===== src/rtl/gf180mcu_fd_sc_mcu7t5v0__mux4_scan_ctrl_pkg.sv =====
// rtl/gf180mcu_fd_sc_mcu7t5v0__mux4_scan_ctrl_pkg.sv - shared types for the mux4 scan sequencer
package gf180mcu_fd_sc_mcu7t5v0__mux4_scan_ctrl_pkg;

  // Number of mux4 data inputs swept per pass
  localparam int NCH = 4;

  // Channel index, doubles as the {S1,S0} select value
  typedef logic [1:0] ch_t;

  typedef enum logic [1:0] {
    ST_IDLE = 2'd0,
    ST_SEL  = 2'd1,
    ST_FIN  = 2'd2
  } state_t;

endpackage


===== src/rtl/gf180mcu_fd_sc_mcu7t5v0__mux4_scan_nextch.sv =====
// rtl/gf180mcu_fd_sc_mcu7t5v0__mux4_scan_nextch.sv - find next enabled channel in a mask
module gf180mcu_fd_sc_mcu7t5v0__mux4_scan_nextch
  import gf180mcu_fd_sc_mcu7t5v0__mux4_scan_ctrl_pkg::*;
(
  input  logic [NCH-1:0] mask_i,
  input  ch_t            ch_i,
  input  logic           incl_i,  // 1: ch_i itself is a candidate (used to find the first channel)
  output ch_t            next_o,
  output logic           last_o   // no enabled channel at or above the search start
);

  // Scan downward so the lowest qualifying channel is the one left standing
  always_comb begin
    next_o = '0;
    last_o = 1'b1;
    for (int k = NCH - 1; k >= 0; k--) begin
      if (mask_i[k] && ((k > int'(ch_i)) || (incl_i && (k == int'(ch_i))))) begin
        next_o = ch_t'(k);
        last_o = 1'b0;
      end
    end
  end

endmodule


===== src/rtl/gf180mcu_fd_sc_mcu7t5v0__mux4_scan_ctrl.sv =====
// rtl/gf180mcu_fd_sc_mcu7t5v0__mux4_scan_ctrl.sv - mux4 select sequencer and result sampler
module gf180mcu_fd_sc_mcu7t5v0__mux4_scan_ctrl
  import gf180mcu_fd_sc_mcu7t5v0__mux4_scan_ctrl_pkg::*;
#(
  parameter int SETTLE   = 2,
  parameter int SETTLE_W = 2
) (
  input  logic           clk_i,
  input  logic           rn_i,
  input  logic           start_i,
  input  logic           cont_i,
  input  logic [NCH-1:0] mask_i,
  input  logic           zin_i,
  output logic           s0_o,
  output logic           s1_o,
  output logic           busy_o,
  output logic           done_o,
  output logic [NCH-1:0] q_o,
  output logic           valid_o,
  input  logic           ack_i,
  output logic           ovr_o
);

  localparam logic [SETTLE_W-1:0] CNT_LAST = SETTLE_W'(SETTLE - 1);

  state_t                state_q,    state_d;
  ch_t                   ch_q,       ch_d;
  logic [NCH-1:0]        mask_q,     mask_d;
  logic [SETTLE_W-1:0]   cnt_q,      cnt_d;
  logic [NCH-1:0]        shadow_q,   shadow_d;
  ch_t                   sel_q,      sel_d;
  logic                  busy_q,     busy_d;
  logic                  done_q,     done_d;
  logic [NCH-1:0]        res_q,      res_d;
  logic                  valid_q,    valid_d;
  logic                  ovr_q,      ovr_d;
  // Overrun candidate recorded when a result lands on unread data; it becomes
  // OVR only if the consumer does not ACK during the DONE cycle.
  logic                  ovr_pend_q, ovr_pend_d;

  ch_t                   first_ch;
  logic                  first_none;
  ch_t                   nxt_ch;
  logic                  nxt_last;
  logic [NCH-1:0]        shadow_cap;

  // First enabled channel of the mask being latched at sweep start
  gf180mcu_fd_sc_mcu7t5v0__mux4_scan_nextch u_first (
    .mask_i (mask_i),
    .ch_i   ('0),
    .incl_i (1'b1),
    .next_o (first_ch),
    .last_o (first_none)
  );

  // Next enabled channel above the one currently selected
  gf180mcu_fd_sc_mcu7t5v0__mux4_scan_nextch u_next (
    .mask_i (mask_q),
    .ch_i   (ch_q),
    .incl_i (1'b0),
    .next_o (nxt_ch),
    .last_o (nxt_last)
  );

  // Next-state logic for the sweep FSM and the result handshake
  always_comb begin
    state_d    = state_q;
    ch_d       = ch_q;
    mask_d     = mask_q;
    cnt_d      = cnt_q;
    shadow_d   = shadow_q;
    sel_d      = sel_q;
    busy_d     = busy_q;
    done_d     = 1'b0;
    res_d      = res_q;
    valid_d    = valid_q;
    ovr_d      = ovr_q;
    ovr_pend_d = 1'b0;
    shadow_cap = shadow_q;
    shadow_cap[ch_q] = zin_i;

    if (ack_i) begin
      valid_d = 1'b0;
      ovr_d   = 1'b0;
    end

    // DONE cycle: the fresh result always survives a coincident ACK
    if (done_q) begin
      valid_d = 1'b1;
      if (ack_i) begin
        ovr_d = ovr_q;
      end else if (ovr_pend_q) begin
        ovr_d = 1'b1;
      end
    end

    unique case (state_q)
      ST_IDLE: begin
        sel_d  = '0;
        busy_d = 1'b0;
        if (start_i && !first_none) begin
          state_d  = ST_SEL;
          mask_d   = mask_i;
          ch_d     = first_ch;
          sel_d    = first_ch;
          cnt_d    = '0;
          shadow_d = '0;
          busy_d   = 1'b1;
        end
      end

      ST_SEL: begin
        if (cnt_q == CNT_LAST) begin
          cnt_d    = '0;
          shadow_d = shadow_cap;
          if (nxt_last) begin
            state_d    = ST_FIN;
            res_d      = shadow_cap & mask_q;
            done_d     = 1'b1;
            valid_d    = 1'b1;
            ovr_pend_d = valid_q & ~ack_i;
          end else begin
            ch_d  = nxt_ch;
            sel_d = nxt_ch;
          end
        end else begin
          cnt_d = cnt_q + SETTLE_W'(1);
        end
      end

      ST_FIN: begin
        if (cont_i && !first_none) begin
          state_d  = ST_SEL;
          mask_d   = mask_i;
          ch_d     = first_ch;
          sel_d    = first_ch;
          cnt_d    = '0;
          shadow_d = '0;
          busy_d   = 1'b1;
        end else begin
          state_d = ST_IDLE;
          sel_d   = '0;
          busy_d  = 1'b0;
        end
      end

      default: begin
        state_d = ST_IDLE;
        sel_d   = '0;
        busy_d  = 1'b0;
      end
    endcase
  end

  // State and output registers; reset discards any partial sweep
  always_ff @(posedge clk_i or negedge rn_i) begin
    if (!rn_i) begin
      state_q    <= ST_IDLE;
      ch_q       <= '0;
      mask_q     <= '0;
      cnt_q      <= '0;
      shadow_q   <= '0;
      sel_q      <= '0;
      busy_q     <= 1'b0;
      done_q     <= 1'b0;
      res_q      <= '0;
      valid_q    <= 1'b0;
      ovr_q      <= 1'b0;
      ovr_pend_q <= 1'b0;
    end else begin
      state_q    <= state_d;
      ch_q       <= ch_d;
      mask_q     <= mask_d;
      cnt_q      <= cnt_d;
      shadow_q   <= shadow_d;
      sel_q      <= sel_d;
      busy_q     <= busy_d;
      done_q     <= done_d;
      res_q      <= res_d;
      valid_q    <= valid_d;
      ovr_q      <= ovr_d;
      ovr_pend_q <= ovr_pend_d;
    end
  end

  assign s1_o    = sel_q[1];
  assign s0_o    = sel_q[0];
  assign busy_o  = busy_q;
  assign done_o  = done_q;
  assign q_o     = res_q;
  assign valid_o = valid_q;
  assign ovr_o   = ovr_q;

endmodule


===== config.mk =====
export PLATFORM = sky130hd
export DESIGN_NAME = gf180mcu_fd_sc_mcu7t5v0__mux4_scan_ctrl
export DESIGN_NICKNAME = d
export VERILOG_FILES = /design/src/rtl/gf180mcu_fd_sc_mcu7t5v0__mux4_scan_ctrl_pkg.sv /design/src/rtl/gf180mcu_fd_sc_mcu7t5v0__mux4_scan_nextch.sv /design/src/rtl/gf180mcu_fd_sc_mcu7t5v0__mux4_scan_ctrl.sv
export SDC_FILE = /design/constraint.sdc
export NUM_CORES = 1
export LEC_CHECK = 0
export ABC_AREA = 1
export BUFFER_PORTS_ARGS = -buffer_cell sky130_fd_sc_hd__buf_2
export CORE_UTILIZATION = 35
export CTS_CLUSTER_SIZE = 25
export DETAILED_ROUTE_END_ITERATION = 8
export PLACE_DENSITY = 0.55
export SYNTH_ARGS = -nofsm -noshare
export SYNTH_HDL_FRONTEND = slang
export SYNTH_SLANG_ARGS = --single-unit
export TNS_END_PERCENT = 20

===== constraint.sdc =====
create_clock -name clk_i -period 1.9 [get_ports clk_i]
set_clock_uncertainty 0.1 [all_clocks]
set_input_delay 0.475 -clock clk_i [delete_from_list [all_inputs] [get_ports clk_i]]
set_output_delay 0.475 -clock clk_i [all_outputs]
set_load 0.01 [all_outputs]

# Word level (Yosys, flattened, before mapping)
# Index checks and enable logic that the tools add are counted.
# op_classes
n_addsub,1
n_lt_le_gt_ge,5
n_eq_ne,9
muxes,59
bitwise_logic,3
reduce_logical,17
# op_table
op,count
2-bit 2-to-1 mux,19
1-bit 2-to-1 mux,26
2-bit one-hot mux with 3 select lines,4
4-bit 2-to-1 mux,5
"2-bit inequality test, second input constant",6
4-bit one-hot mux with 3 select lines,1
3-bit AND reduction,4
4-bit one-hot mux with 2 select lines,1
1-bit logical AND,6
5-bit AND reduction,1
4-bit bitwise AND,1
4-bit bitwise mux,1
"2-bit by 1-bit equality test with 1-bit output, second input constant",2
"2-bit > comparator, first input constant",2
4-bit AND reduction,1
"2-bit by 3-bit < comparator with 1-bit output, second input constant",1
1-bit one-hot mux with 3 select lines,1
3-bit nonzero test,1
"2-bit by 1-bit adder with 2-bit output, second input constant",1
1-bit demux with 2-bit select,1
"2-bit equality test, second input constant",1
"2-bit by 1-bit >= comparator with 1-bit output, second input constant",1
"1-bit by 2-bit > comparator with 1-bit output, first input constant",1
2-bit zero test,1
other kinds (5),5
# totals
ff_bits,25
in_bits,10
out_inout_bits,10
wordCells,106

# Longest topological paths before layout
# depth
ltp_word,8
depth_mapped,9
depth_no_buf,9

# Hierarchy
# A second synthesis with hierarchy kept.
# unflattened
hier_cells,191
area_unflattened_um2,1378.8
# by_module_without_submodules
mod,n_inst,cells_each,area_each_um2,seq_area_each_um2
gf180mcu_fd_sc_mcu7t5v0__mux4_scan_ctrl,1,149,1163.6,625.6
gf180mcu_fd_sc_mcu7t5v0__mux4_scan_nextch,2,21,107.6,0.0

# Least setup slack after synthesis
# OpenSTA, ideal clock, no wires.
# synth_path
path_kind,in2reg
from,in mask_i[2]
to,reg ch_q[0]
setup_time_ns,0.117
arrival_time_ns,1.138
required_ns,1.683
slack_ns,0.545
cell_stages,8
path_cell_list,nor2_1 nand2_1 nand3_1 nand2_1 nand2_1 nand2_1 nand2_1 nand2_1
# synth_between
elab_chain_len,7
word_cells_on_any_way,15
# synth_lines
element,line_no,text
from (decl),gf180mcu_fd_sc_mcu7t5v0__mux4_scan_ctrl.sv:12,"input logic [NCH-1:0] mask_i,"
1-bit 2-to-1 mux (3 in series),gf180mcu_fd_sc_mcu7t5v0__mux4_scan_nextch.sv:17,if (mask_i[k] && ((k > int'(ch_i)) || (incl_i && (k == int'(ch_i))))) begin
1-bit zero test,"gf180mcu_fd_sc_mcu7t5v0__mux4_scan_ctrl.sv:101, gf180mcu_fd_sc_mcu7t5v0__mux4_scan_ctrl.sv:132",
"1-bit logical AND, on equally long branches","gf180mcu_fd_sc_mcu7t5v0__mux4_scan_ctrl.sv:132, gf180mcu_fd_sc_mcu7t5v0__mux4_scan_ctrl.sv:101",
2-bit inequality test (no source line),-,
5-bit AND reduction (no source line),-,
to (signal assigned),gf180mcu_fd_sc_mcu7t5v0__mux4_scan_ctrl.sv:172,ch_q <= ch_d;
to (decl),gf180mcu_fd_sc_mcu7t5v0__mux4_scan_ctrl.sv:27,"ch_t ch_q, ch_d;"
# Several ways; a longest one is shown, not always the timed one. The select of a mux whose other input is x is not followed.
# A chain may end at the register's enable or synchronous reset.

# Final worst setup path
# layout_path
from,reg state_q[1]
to,reg res_q[3] (netlist: q_o[3])
# layout_between
elab_chain_len,2
# layout_lines
element,line_no,text
from (decl),gf180mcu_fd_sc_mcu7t5v0__mux4_scan_ctrl.sv:26,"state_t state_q, state_d;"
from (signal assigned),gf180mcu_fd_sc_mcu7t5v0__mux4_scan_ctrl.sv:171,state_q <= state_d;
2-bit by 1-bit equality test with 1-bit output,gf180mcu_fd_sc_mcu7t5v0__mux4_scan_ctrl.sv:97,unique case (state_q)
3-bit AND reduction (no source line),-,
to (signal assigned),gf180mcu_fd_sc_mcu7t5v0__mux4_scan_ctrl.sv:179,res_q <= res_d;
to (decl),gf180mcu_fd_sc_mcu7t5v0__mux4_scan_ctrl.sv:34,"logic [NCH-1:0] res_q, res_d;"
# No other way between the ends.

==> flow_metrics.env <==
export IMPL_clk_pin_slew_worst_paths_ns=0.13
export IMPL_worstPathArrival_ns=1.68
export IMPL_cts_resized=0
export IMPL_clock_sinks=25
export IMPL_row_count=20
export IMPL_cts_root_buf="clkbuf_4"
export IMPL_fp_coreArea_sq_mm=0.00315
export IMPL_power_density_mw_per_mm2=1500
export IMPL_relSlewSlack_pct=64.3
export IMPL_holdWs_ns=0.0208
export IMPL_postPlaceCellArea_sq_mm=0.00136
export IMPL_grt_pass1_vias=939
export IMPL_final_setup_tns_ns=0
export IMPL_r2r_end="q_o[3]$_DFFE_PN0P_"
export IMPL_maxSlewViolCount=0
export IMPL_vias=1036
export IMPL_crit_family="simple AND/OR/NAND/NOR gates"
export IMPL_io_pins=20
export IMPL_routedWlPerCell_microns=10.5
export IMPL_finalCritPeriodShare_pct=81.8
export IMPL_grt_pass1_wl_microns=4090
export IMPL_run_status="complete, no violations"
export IMPL_fmax_mhz=644
export IMPL_cts_hold_buf=0
export IMPL_worst_setup_path_type="flop to flop"
export IMPL_area_growth_syn_to_layout_pct=14.6
export IMPL_clk_latency_ns=0.31
export IMPL_die_y_microns=60.8
export IMPL_diodes=0
export IMPL_n_fill_cell=341
export IMPL_placed_cells=219
export IMPL_final_common_cell="nand2_1"
export IMPL_path_max_fanout=9
export IMPL_final_hold_violation_count=0
export IMPL_worst_slack_ns=0.347
export IMPL_cp_data_required_time_ns=2.02
export IMPL_ys_seq_area_share_pct=51.7
export IMPL_dieArea_sq_mm=0.00370
export IMPL_ys_types=19
export IMPL_dpl_hpwl_microns=1860
export IMPL_cp_slowest_cell="dfrtp_1"
export IMPL_route_detailed_drc=0
export IMPL_cts_tree="built"
export IMPL_maxCapViolations=0
export IMPL_grt_ovfl_total=0
export IMPL_end_kind="flop"
export IMPL_initial_core_util_pct=38.4
export IMPL_setup_viol=0
export IMPL_ys_seq_elements=25
export IMPL_instances_no_fill=223
export IMPL_path_cells="inv_1, nand2_1, inv_1, nand2_4, nor2_8, inv_4, nand2_1, nand2_1"
export IMPL_final_antenna_net_count=0
export IMPL_die_w_microns=60.8
export IMPL_design_area_sq_mm=0.00139
export IMPL_drt_wl_total_microns=2340
export IMPL_cts_made_buffers=3
export IMPL_drt_iter0_markers=33
export IMPL_syn_inst=156
export IMPL_dr_pass1_iters=4
export IMPL_hold_path_class="input pin to async pin"
export IMPL_synth_area_sq_mm=0.00121
export IMPL_routed_via_density=4.65
export IMPL_start_kind="flop"
export IMPL_antenna_found_initial=0
export IMPL_regToRegStartpoint="state_q[1]$_DFFE_PN0P_"
export IMPL_grt_max_degree=26
export IMPL_crit_buf_inv=3
export IMPL_clk_path_buf_depth=2
export IMPL_ir_drop_v=0.000523
export IMPL_max_stage_delay_ns=0.42
export IMPL_gp_congestion=0.818
export IMPL_mostFrequentLayoutCells="59 x nand2_1, 25 x dfrtp_1, 19 x buf_2, 17 x nor2_1, 16 x inv_1"
export IMPL_cts_setup_buffers=0
export IMPL_crit_top_cell="nand2_1"
export IMPL_grt_usage_pct=15.2
export IMPL_avgSynthCellArea_sq_um=7.76
export IMPL_syn_num_nets=166
export IMPL_tightest_slew_ns=0.535
export IMPL_rsz0062_at_grt="false"
export IMPL_drive_above_1_share_pct=17.9
export IMPL_dp_slack_ns=0.257
export IMPL_portBuffers=19
export IMPL_finalCriticalPeriod_ns=1.55
export IMPL_yosysWarnings=0
export IMPL_cts_max_level=1
export IMPL_ff2ff_setup_slack_ns=0.35
export IMPL_fin_nets=190
export IMPL_ff2ff_path_depth=8
export IMPL_p_leak_nw=0.787
## layout make-up
class | count | area [sq um] | share of cell area, %
inverter | 17 | 66.3 | 4.78
tap | 44 | 55.1 | 3.97
sequential | 25 | 626 | 45.1
clock buffer | 4 | 26.3 | 1.90
multi-input combinational | 114 | 518 | 37.4
timing repair buffer | 19 | 95.1 | 6.86
## worst max-delay path by stage
stage | from | to | slack [ns] | depth (start not counted)
2_1_floorplan | mask_i[2] | ch_q[0]$_DFFE_PN0P_ | 0.55 | 8
3_3_place_gp | mask_i[2] | sel_q[0]$_DFFE_PN0P_ | 0.29 | 9
3_5_place_dp | mask_i[2] | ch_q[0]$_DFFE_PN0P_ | 0.26 | 9
4_1_cts | state_q[1]$_DFFE_PN0P_ | q_o[3]$_DFFE_PN0P_ | 0.33 | 8
5_1_grt | state_q[1]$_DFFE_PN0P_ | q_o[2]$_DFFE_PN0P_ | 0.16 | 8
6_report | state_q[1]$_DFFE_PN0P_ | q_o[3]$_DFFE_PN0P_ | 0.35 | 8
## flip-flops by register name, summed over array words and instances (netlist names)
name        flops
mask_q          4
q_o             4
shadow_q        4
ch_q            2
cnt_q           2
sel_q           2
state_q         2
busy_o          1
done_o          1
ovr_o           1
ovr_pend_q      1
valid_o         1
## power by group
group | switching, mW | internal [mW]
clock | 0.154 | 0.0821
sequential | 0.127 | 0.720
combinational | 0.662 | 0.336
## per-layer routing
layer  global-route usage (%)  wire length [microns]
met3                     2.56                     94
met1                     19.9                   1140
met4                     5.84                     30
met2                     25.3                   1080
met5                        0                      0
## synthesized netlist by cell type
master | n | share of area [%]
or2_2 | 3 | 1.6
a21oi_2 | 1 | 0.72
nand2_2 | 1 | 0.52
o21ai_0 | 11 | 4.5
nor2_1 | 17 | 5.3
a21oi_1 | 3 | 1.2
nand3b_1 | 1 | 0.62
inv_4 | 1 | 0.52
nor2_2 | 1 | 0.52
nand3_1 | 10 | 4.1
nor2_8 | 1 | 1.7
nor2_4 | 1 | 0.93
inv_1 | 16 | 5.0
nor3_1 | 1 | 0.41
nand2_1 | 59 | 18
o21a_1 | 1 | 0.62
o21ai_1 | 2 | 0.83
dfrtp_1 | 25 | 52
nand2_4 | 1 | 0.93
## stage by stage
stage                     power, mW  utilization (%)
after detailed placement       1.87             43.1
after CTS                      2.11             44.0
final                          2.08             44.0
after global routing           2.31             44.0
after global placement         1.85             43.1
after floorplan                1.59                -
## logic make-up (layout without fill, tap and decap cells)
kind of cell / count (synthesis) / after routing / share of synthesized area, %
simple gates: 96 / 96 / 34.9
flops: 25 / 25 / 51.7
compound gates: 18 / 18 / 7.96
buf+inv: 17 / 40 / 5.48
Power figures use the tool's default switching activity.
